File: src/rtl/fetch_pkg.sv
// Shared types and constants for the instruction fetch controller.
//   state_t    : fetch sequencer states
//   ADDR_W     : byte-address width
//   INSTR_W    : instruction word width
//   WORD_BYTES : bytes per instruction word (PC step)
//   pc_legal() : true when a PC is word aligned and within instruction memory
package fetch_pkg;

  typedef enum logic [1:0] {
    IDLE  = 2'd0,
    REQ   = 2'd1,
    HOLD  = 2'd2,
    FAULT = 2'd3
  } state_t;

  localparam int ADDR_W     = 32;
  localparam int INSTR_W    = 32;
  localparam int WORD_BYTES = 4;

  // max_pc is the highest fetchable word address; the compare is unsigned so
  // wrapped or very large targets are rejected rather than aliased.
  function automatic logic pc_legal(input logic [ADDR_W-1:0] pc,
                                    input logic [ADDR_W-1:0] max_pc);
    return (pc[1:0] == 2'b00) && (pc <= max_pc);
  endfunction

endpackage

File: src/rtl/fetch_controller.sv
// Instruction fetch sequencer: owns the PC, issues one word request at a time
// to instruction memory and hands fetched words to decode over valid/ready.
// Redirects from execute override everything except a fault; a misaligned or
// out-of-range PC parks the block in a sticky fault until reset.
//
// Ports:
//   clk, rst_n        : clock (rising edge), asynchronous active-low reset
//   imem_req          : out, request for the word at imem_addr, held until ack
//   imem_addr         : out, byte address of the requested word (always the PC)
//   imem_ack          : in,  imem_rdata is valid this cycle
//   imem_rdata        : in,  fetched word, big-endian assembled
//   redirect_valid    : in,  taken branch/jump this cycle
//   redirect_target   : in,  new PC for the redirect
//   if_valid          : out, if_instr/if_pc/if_pc_plus4 hold a fetched word
//   if_ready          : in,  decode accepts the word this cycle
//   if_instr          : out, fetched instruction
//   if_pc             : out, address of if_instr
//   if_pc_plus4       : out, if_pc + 4 (mod 2^32)
//   fault             : out, sticky fetch fault
module fetch_controller
  import fetch_pkg::*;
#(
  parameter logic [31:0] RESET_PC   = 32'h0000_0000,
  parameter int          IMEM_BYTES = 28
) (
  input  logic               clk,
  input  logic               rst_n,
  output logic               imem_req,
  output logic [ADDR_W-1:0]  imem_addr,
  input  logic               imem_ack,
  input  logic [INSTR_W-1:0] imem_rdata,
  input  logic               redirect_valid,
  input  logic [ADDR_W-1:0]  redirect_target,
  output logic               if_valid,
  input  logic               if_ready,
  output logic [INSTR_W-1:0] if_instr,
  output logic [ADDR_W-1:0]  if_pc,
  output logic [ADDR_W-1:0]  if_pc_plus4,
  output logic               fault
);

  localparam logic [ADDR_W-1:0] MAX_PC = ADDR_W'(IMEM_BYTES - WORD_BYTES);
  localparam logic [ADDR_W-1:0] PC_STEP = ADDR_W'(WORD_BYTES);

  state_t               state_q, state_d;
  logic [ADDR_W-1:0]    pc_q, pc_d;
  logic                 if_valid_q, if_valid_d;
  logic [INSTR_W-1:0]   if_instr_q, if_instr_d;
  logic [ADDR_W-1:0]    if_pc_q, if_pc_d;
  logic [ADDR_W-1:0]    if_pc_plus4_q, if_pc_plus4_d;
  logic                 pc_ok;

  always_comb begin
    state_d       = state_q;
    pc_d          = pc_q;
    if_valid_d    = if_valid_q;
    if_instr_d    = if_instr_q;
    if_pc_d       = if_pc_q;
    if_pc_plus4_d = if_pc_plus4_q;
    imem_req      = 1'b0;
    pc_ok         = pc_legal(pc_q, MAX_PC);

    unique case (state_q)
      IDLE: begin
        state_d = REQ;
      end
      REQ: begin
        // The PC is only checked when we are about to use it, so a bad
        // redirect target costs one request-less REQ cycle before FAULT.
        if (pc_ok) begin
          imem_req = 1'b1;
          if (imem_ack) begin
            if_instr_d    = imem_rdata;
            if_pc_d       = pc_q;
            if_pc_plus4_d = pc_q + PC_STEP;
            if_valid_d    = 1'b1;
            pc_d          = pc_q + PC_STEP;
            state_d       = HOLD;
          end
        end else begin
          state_d = FAULT;
        end
      end
      HOLD: begin
        if (if_ready) begin
          if_valid_d = 1'b0;
          state_d    = REQ;
        end
      end
      FAULT: begin
        if_valid_d = 1'b0;
        state_d    = FAULT;
      end
      default: begin
        state_d = FAULT;
      end
    endcase

    // A redirect wins over ack, accept and fault detection. Any word returned
    // or still waiting for decode belongs to the wrong path and is dropped;
    // the if_* payload keeps its old value since if_valid goes low anyway.
    if (redirect_valid && (state_q != FAULT)) begin
      pc_d          = redirect_target;
      if_valid_d    = 1'b0;
      if_instr_d    = if_instr_q;
      if_pc_d       = if_pc_q;
      if_pc_plus4_d = if_pc_plus4_q;
      state_d       = REQ;
    end
  end

  always_ff @(posedge clk or negedge rst_n) begin
    if (!rst_n) begin
      state_q       <= IDLE;
      pc_q          <= RESET_PC;
      if_valid_q    <= 1'b0;
      if_instr_q    <= '0;
      if_pc_q       <= '0;
      if_pc_plus4_q <= '0;
    end else begin
      state_q       <= state_d;
      pc_q          <= pc_d;
      if_valid_q    <= if_valid_d;
      if_instr_q    <= if_instr_d;
      if_pc_q       <= if_pc_d;
      if_pc_plus4_q <= if_pc_plus4_d;
    end
  end

  assign imem_addr   = pc_q;
  assign if_valid    = if_valid_q;
  assign if_instr    = if_instr_q;
  assign if_pc       = if_pc_q;
  assign if_pc_plus4 = if_pc_plus4_q;
  assign fault       = (state_q == FAULT);

endmodule

File: config.mk
export PLATFORM = sky130hd
export DESIGN_NAME = fetch_controller
export DESIGN_NICKNAME = d
export VERILOG_FILES = /design/src/rtl/fetch_pkg.sv /design/src/rtl/fetch_controller.sv
export SDC_FILE = /design/constraint.sdc
export NUM_CORES = 1
export LEC_CHECK = 0
export ABC_AREA = 1
export CAP_MARGIN = 0
export CORE_MARGIN = 2
export CORE_UTILIZATION = 40
export DETAILED_ROUTE_END_ITERATION = 10
export GPL_ROUTABILITY_DRIVEN = 0
export MAX_ROUTING_LAYER = met4
export PLACE_DENSITY = 0.78
export SETUP_SLACK_MARGIN = 0.15
export SYNTH_ARGS = -nofsm -noshare
export SYNTH_HDL_FRONTEND = slang
export SYNTH_SLANG_ARGS = --single-unit
File: constraint.sdc
create_clock -name clk -period 3.05 [get_ports clk]
set_input_delay 0.61 -clock clk [delete_from_list [all_inputs] [get_ports clk]]
set_output_delay 0.61 -clock clk [all_outputs]
set_load 0.02 [all_outputs]
==> results.md, run 1 <==
* WS Path Type: reg2out
* Core Rows at between 40 and 50
* Worst slew pin tran at between 0.7 and 0.8 ns
* Synth Register Bits at approximately 130
* Clock skew at about 0.0077 ns
* Asr flop ratio synth at 1.000
* Hold Buf Count CTS at 0
* Inserted Clock Buffers at 17
* Starting Density at 0.4077
* Pwr Density at roughly 600 mW/mm^2
* Slew Limit Headroom at 0.5123
* CTS root buffer: clkbuf_16
* Top cell type's share of synthesized area at 0.6003
* Total Wirelength at roughly 12,000 um
* Synth Cell Area at between 0.005 and 0.006 mm^2
* TritonCTS clock tree: yes
* Vias in the first global route at about 4,200
* 1st-iter DRT viols at roughly 260
* First-pass GRT wire length at ~20,000 um
* CTS sink count at 129
* PortBufs at approximately 200
* VDD IR-drop max at 0.0004944 V
* Core Area at around 0.013 mm^2
* Layout Nets at 888
* # H-tree levels at 4
* DPL Wire Length at about 9000 um
* DR vias at 4,297
* Synth Warn # at 0
* Worst-path maximum fanout at 6
* P&R area growth vs syn at 49.72%
* Max Cap Violations at 0
* CTS clk-pin slew, worst paths at roughly 0.06 ns
* Post-layout util at 0.6104
* Status: complete, no violations
* Slowest cell on crit path: dfrtp_1
* Hold Path Class: in2async
* Yosys cell types at 24
* First-pass DRT Iterations at 4
* Post-synth top flop: dfrtp_1
* Global route overflow at 0
* Setup bufs post-CTS at 0
* Initial antenna violation count at 0
* Crit path cell chain: inv_1 -> ha_1 -> nand3b_1 -> nand2_1 -> nor2_1 -> nand3_1 -> nor2_1 -> dlygate4sd2_1
* Vias per inst at between 4 and 5
* Drt wl/cell at roughly 12 um
* DIE HEIGHT at about 120 um
* Total GRT Usage at 0.1884
* CP Capture Type: output port
* Synth area leader: dfrtp_1
* Ranking of synthesized cells by area: dfrtp_1, inv_1, nand2_1
* Crit path DAT at approximately 2.0 ns
* Leak at between 0.004 and 0.005 uW
* Max incr delay on CP at 0.42 ns
* Final hold vios at 0
* Mapped Nets at 689
* Fraction of layout cells with a size suffix above 1 at 0.04964
* Tot Pwr at ~4800 uW
* DRC Markers at 0
* Gate Count Post-Synth at about 620
* Flop2flop setup slack at about 0.86 ns
* Cell with the most instances after synthesis: inv_1
* EDFF count, synth at 0
* Unrepaired setup endpoints after global routing: false
* ANT nets after route at 0
* Slew Viols, Final at 0
* Die area at ~0.014 mm^2
* Synth top cells by count: inv_1, dfrtp_1, nand2_1
* CP most frequent cell: nor2_1
* Min cycle time layout at between 2 and 3 ns
* Worst Path Required at about 2.4 ns
* Final setup viols at 0
* Largest net degree at the start of global routing at 76
* Diodes inserted at 0
* Setup TNS at 0 ns
* Die span in x at ~120 um
* Final Cycle Share at 0.8664
* Max clock buf depth at 2
* Max frequency at ~380 MHz
* Syn avg cell area at 8.744 um^2
* Sequential area share after synthesis at 0.6003
* # IOs at 200
* Clk_lat worst skew at 0.41 ns
* Crit start category: register
routing by layer:
| metal | up-vias | GRT usage | part of all wire |
|---|---|---|---|
| met4 | 0 | 0.06618 | 0.012 |
| met1 | 1913 | 0.2257 | 0.44 |
| met5 | - | - | 0 |
| met3 | 11 | 0.07129 | 0.085 |
| li1 | 2216 | - | - |
| met2 | 157 | 0.2923 | 0.46 |
final timing paths:
check,cells past startpoint,from,endpoint
min,1,rst_n,if_instr[1]$_DFFE_PN0P_
max,8,imem_addr[2]$_DFFE_PN0P_,imem_req
min reg2reg,2,if_valid$_DFFE_PN0P_,if_valid$_DFFE_PN0P_
max reg2reg,8,imem_addr[2]$_DFFE_PN0P_,if_pc_plus4[26]$_DFFE_PN0P_
min in group clk,2,if_valid$_DFFE_PN0P_,if_valid$_DFFE_PN0P_
max in group asynchronous,2,rst_n,if_pc[30]$_DFFE_PN0P_
state kept, by name, indices dropped and copies added, names as in the netlist:
signal       cells
imem_addr       32
if_pc_plus4     30
if_valid         1
if_instr        32
state_q          2
if_pc           32
final cells by class:
type                    instances  area [um^2]
clock buffers                  21        450.4
clock inverters                10        135.1
fillers                      1153         5139
inverters                     146        548.0
multi-input cells             315         1411
flip-flops and latches        129         3228
well taps                     176        220.2
repair buffers                205         2058
stage by stage:
step	worst slack (ns)	hold slack, ns	std cells	instance area, um^2
6_report	0.4076	0.1756	1002	8051
5_1_grt	0.2643	0.1875	1002	8051
4_1_cts	0.3711	0.1732	1002	8051
3_5_place_dp	0.5499	0.4676	971	7467
3_3_place_gp	0.6008	0.4625	971	7467
2_1_floorplan	1.048	0.3144	615	5378
repair_timing:
action,CTS,global route
setup endpoints to repair,1,0
endpoints found under the hold margin,0,0
resized for setup,1,0
cell usage in the layout (no fill, tap or decap):
master / count
o21ai_0: 12
buf_4: 5
clkinv_2: 4
nand4_1: 5
o21ai_1: 31
xnor2_1: 1
nand2_1: 128
dlygate4sd2_1: 1
a31oi_1: 1
inv_1: 145
clkbuf_16: 17
nand2_2: 2
clkbuf_8: 1
clkinvlp_4: 1
nor3_1: 2
nand3b_1: 2
nand3_1: 43
bufinv_16: 3
clkinv_4: 1
nor2_4: 1
inv_6: 1
clkdlybuf4s50_1: 197
dfrtp_1: 129
nor2_8: 1
xor2_1: 1
nor2_1: 79
inv_2: 1
nand3_4: 1
clkbuf_1: 3
ha_1: 5
buf_12: 2
power breakdown:
group	switching [uW]	internal (uW)	leakage, uW
Combinational	470	410	0.00250
Clock	695	1300	0.000287
Sequential	116	1850	0.00126
Total	1280	3550	0.00405
cell families (layout without fill, tap and decap cells):
| kind of cell | Yosys count | count (layout) | share of synthesized area |
|---|---|---|---|
| fa+ha+maj | 5 | 5 | 0.01163 |
| compound gates | 44 | 44 | 0.04118 |
| xor+xnor | 2 | 2 | 0.003258 |
| buf+inv | 171 | 382 | 0.1373 |
| simple gates | 264 | 264 | 0.2064 |
| flops | 129 | 129 | 0.6003 |
worst max-delay path: cells and delay by family, from the launching register on:
family	cells	cell delay (ns)
AND/OR/NAND/NOR	5	0.59
buffers and inverters	2	0.46
flip-flops	1	0.42
adder cells (fa/ha/maj)	1	0.15
No activity file was read; power rests on OpenSTA's default activity.
==> inputs of run 2 (changes only) <==
--- a/config.mk
+++ b/config.mk
@@ -13,6 +13,7 @@
 export GPL_ROUTABILITY_DRIVEN = 0
 export MAX_ROUTING_LAYER = met4
 export PLACE_DENSITY = 0.78
+export REMOVE_ABC_BUFFERS = 1
 export SETUP_SLACK_MARGIN = 0.15
 export SYNTH_ARGS = -nofsm -noshare
 export SYNTH_HDL_FRONTEND = slang
==> results.md, run 2 (synthesized netlist as in run 1, its figures left out) <==
* Largest net degree at the start of global routing at 76 (unchanged)
* Worst Path Required at 2.44 ns (about the same)
* Die span in x at 120.0 um (unchanged)
* CTS clk-pin slew, worst paths at 0.05 ns (was 0.06 ns)
* ANT nets after route at 0 (unchanged)
* Setup TNS at 0 ns (unchanged)
* Fraction of layout cells with a size suffix above 1 at 0.05079 (was 0.04964)
* Final hold vios at 0 (unchanged)
* Int Pwr at 3472 uW (was 3553 uW)
* Crit start category: register (unchanged)
* Total Wirelength at 12,680 um (was 12,440 um)
* Hold Path Class: in2async (unchanged)
* Hold Buf Count CTS at 0 (unchanged)
* Total GRT Usage at 0.1877 (was 0.1884)
* Global route overflow at 0 (unchanged)
* Drt wl/cell at 12.65 um (was 12.41 um)
* CTS sink count at 129 (unchanged)
* 1st-iter DRT viols at 235 (was 262)
* Crit path DAT at 2.02 ns (was 2.03 ns)
* TritonCTS clock tree: yes (unchanged)
* Fin Hold WS at 0.1869 ns (was 0.1756 ns)
* DIE HEIGHT at 120.0 um (unchanged)
* Core Rows at 42 (unchanged)
* DPL Wire Length at 9090 um (was 8987 um)
* Vias in the first global route at 4,122 (was 4,198)
* Clock power share at 0.405 (was 0.412)
* Status: complete, no violations (unchanged)
* Core Area at 0.01319 mm^2 (unchanged)
* Max Cap Violations at 0 (unchanged)
* Inst Count DP at 972 (was 971)
* Cell Count, Final, Fillers Out at 1,003 (was 1,002)
* # H-tree levels at 4 (unchanged)
* Vias per inst at 4.330 (was 4.288)
* CP Capture Type: output port (unchanged)
* P&R area growth vs syn at 49.49% (was 49.72%)
* Min cycle time layout at 2.632 ns (was 2.642 ns)
* VDD IR-drop max at 0.0003949 V (was 0.0004944 V)
* Inserted Clock Buffers at 17 (unchanged)
* CP most frequent cell: nor2_1 (unchanged)
* PortBufs at 199 (unchanged)
* Switching power at 1286 uW (was 1280 uW)
* Max clock buf depth at 2 (unchanged)
* Slowest cell on crit path: dfrtp_1 (unchanged)
* Leak at 0.004050 uW (was 0.004049 uW)
* # IOs at 200 (unchanged)
* Unrepaired setup endpoints after global routing: false (unchanged)
* Final Cycle Share at 0.8629 (was 0.8664)
* Seq pwr share at 0.413 (was 0.406)
* Clk_lat worst skew at 0.41 ns (about the same)
* Pwr Density at 591.8 mW/mm^2 (was 600.3 mW/mm^2)
* Final setup viols at 0 (unchanged)
* Crit path cell chain: inv_1 -> ha_1 -> nand3b_1 -> nand2_1 -> nor2_1 -> nand3_1 -> nor2_1 -> dlygate4sd2_1 (unchanged)
* Switching share of power at 0.2702 (was 0.2649)
* Slew Limit Headroom at 0.5115 (was 0.5123)
* Die area at 0.01439 mm^2 (unchanged)
* WS Path Type: reg2out (unchanged)
* Diodes inserted at 0 (unchanged)
* Commonest non-fill, non-tap cell in the layout: clkdlybuf4s50_1 (unchanged)
* Most frequent cells in the layout: clkdlybuf4s50_1, inv_1, dfrtp_1 (unchanged)
* Initial antenna violation count at 0 (unchanged)
* Combinational power share at 0.182 (about the same)
* Max incr delay on CP at 0.43 ns (was 0.42 ns)
* Worst slew pin tran at 0.7328 ns (was 0.7316 ns)
* DR vias at 4,343 (was 4,297)
* Slew Viols, Final at 0 (unchanged)
* DRC Markers at 0 (unchanged)
* First-pass GRT wire length at 20,310 um (was 20,490 um)
* First-pass DRT Iterations at 5 (was 4)
* Max frequency at 380.0 MHz (was 378.4 MHz)
* Clock skew at 0.008244 ns (was 0.007695 ns)
* CTS root buffer: clkbuf_16 (unchanged)
* Starting Density at 0.4077 (unchanged)
* Worst-path maximum fanout at 6 (unchanged)
* Layout Nets at 889 (was 888)
run 2: power by group through the flow:
stage	combinational, uW	clock, uW	sequential, uW
3_5_place_dp	876	0	2000
3_3_place_gp	870	0	1990
4_1_cts	882	1970	1970
6_report	866	1920	1970
2_1_floorplan	233	0	2140
5_1_grt	946	2070	1990
run 2: metrics by stage:
step | power (uW) | utilization | area [um^2] | setup WS (ns)
2_1_floorplan | 2372 | - | 5187 | 0.4775
3_3_place_gp | 2860 | 0.5670 | 7478 | 0.6336
3_5_place_dp | 2873 | 0.5670 | 7478 | 0.5731
4_1_cts | 4819 | 0.6095 | 8039 | 0.4006
5_1_grt | 5008 | 0.6095 | 8039 | 0.2400
6_report | 4757 | 0.6095 | 8039 | 0.4182
run 2: layout make-up:
class	instances	area, um^2
Clock inverter	10	111.4
Timing Repair Buffer	206	2069
Fill cell	1159	5151
Multi-Input combinational cell	315	1411
Sequential cell	129	3228
Clock buffer	21	450.4
Tap cell	176	220.2
Inverter	146	548.0
run 2: critical path: cells and delay by family (launching register included):
family | cells | cell delay, ns
buf+inv | 2 | 0.46
fa+ha+maj | 1 | 0.15
flops | 1 | 0.43
simple gates | 5 | 0.57
run 2: what timing repair did:
| action | CTS | global route |
|---|---|---|
| gates resized for setup | 1 | 0 |
| setup buffers | 0 | 0 |
| endpoints found under the hold margin | 0 | 0 |
| setup endpoints to repair | 1 | 0 |
run 2: worst paths after layout:
check                      slack (ns)                startpoint  depth (start not counted)                          end
setup reg to reg                 0.86  imem_addr[2]$_DFFE_PN0P_                          8         if_pc[1]$_DFFE_PN0P_
hold / removal                   0.19                     rst_n                          1  if_pc_plus4[13]$_DFFE_PN0P_
max in group asynchronous        2.16                     rst_n                          2  if_pc_plus4[23]$_DFFE_PN0P_
setup / recovery                 0.42  imem_addr[2]$_DFFE_PN0P_                          8                     imem_req
min in group clk                 0.47      if_valid$_DFFE_PN0P_                          2         if_valid$_DFFE_PN0P_
hold reg to reg                  0.47      if_valid$_DFFE_PN0P_                          2         if_valid$_DFFE_PN0P_
run 2: routing by layer:
metal / global-route usage / up-vias / wire [um] / share of wire
li1: - / 2214 / - / -
met1: 0.2221 / 1959 / 5370 / 0.42
met2: 0.2926 / 157 / 6089 / 0.48
met3: 0.07177 / 13 / 1034 / 0.082
met4: 0.06838 / 0 / 190 / 0.015
met5: - / - / 0 / 0
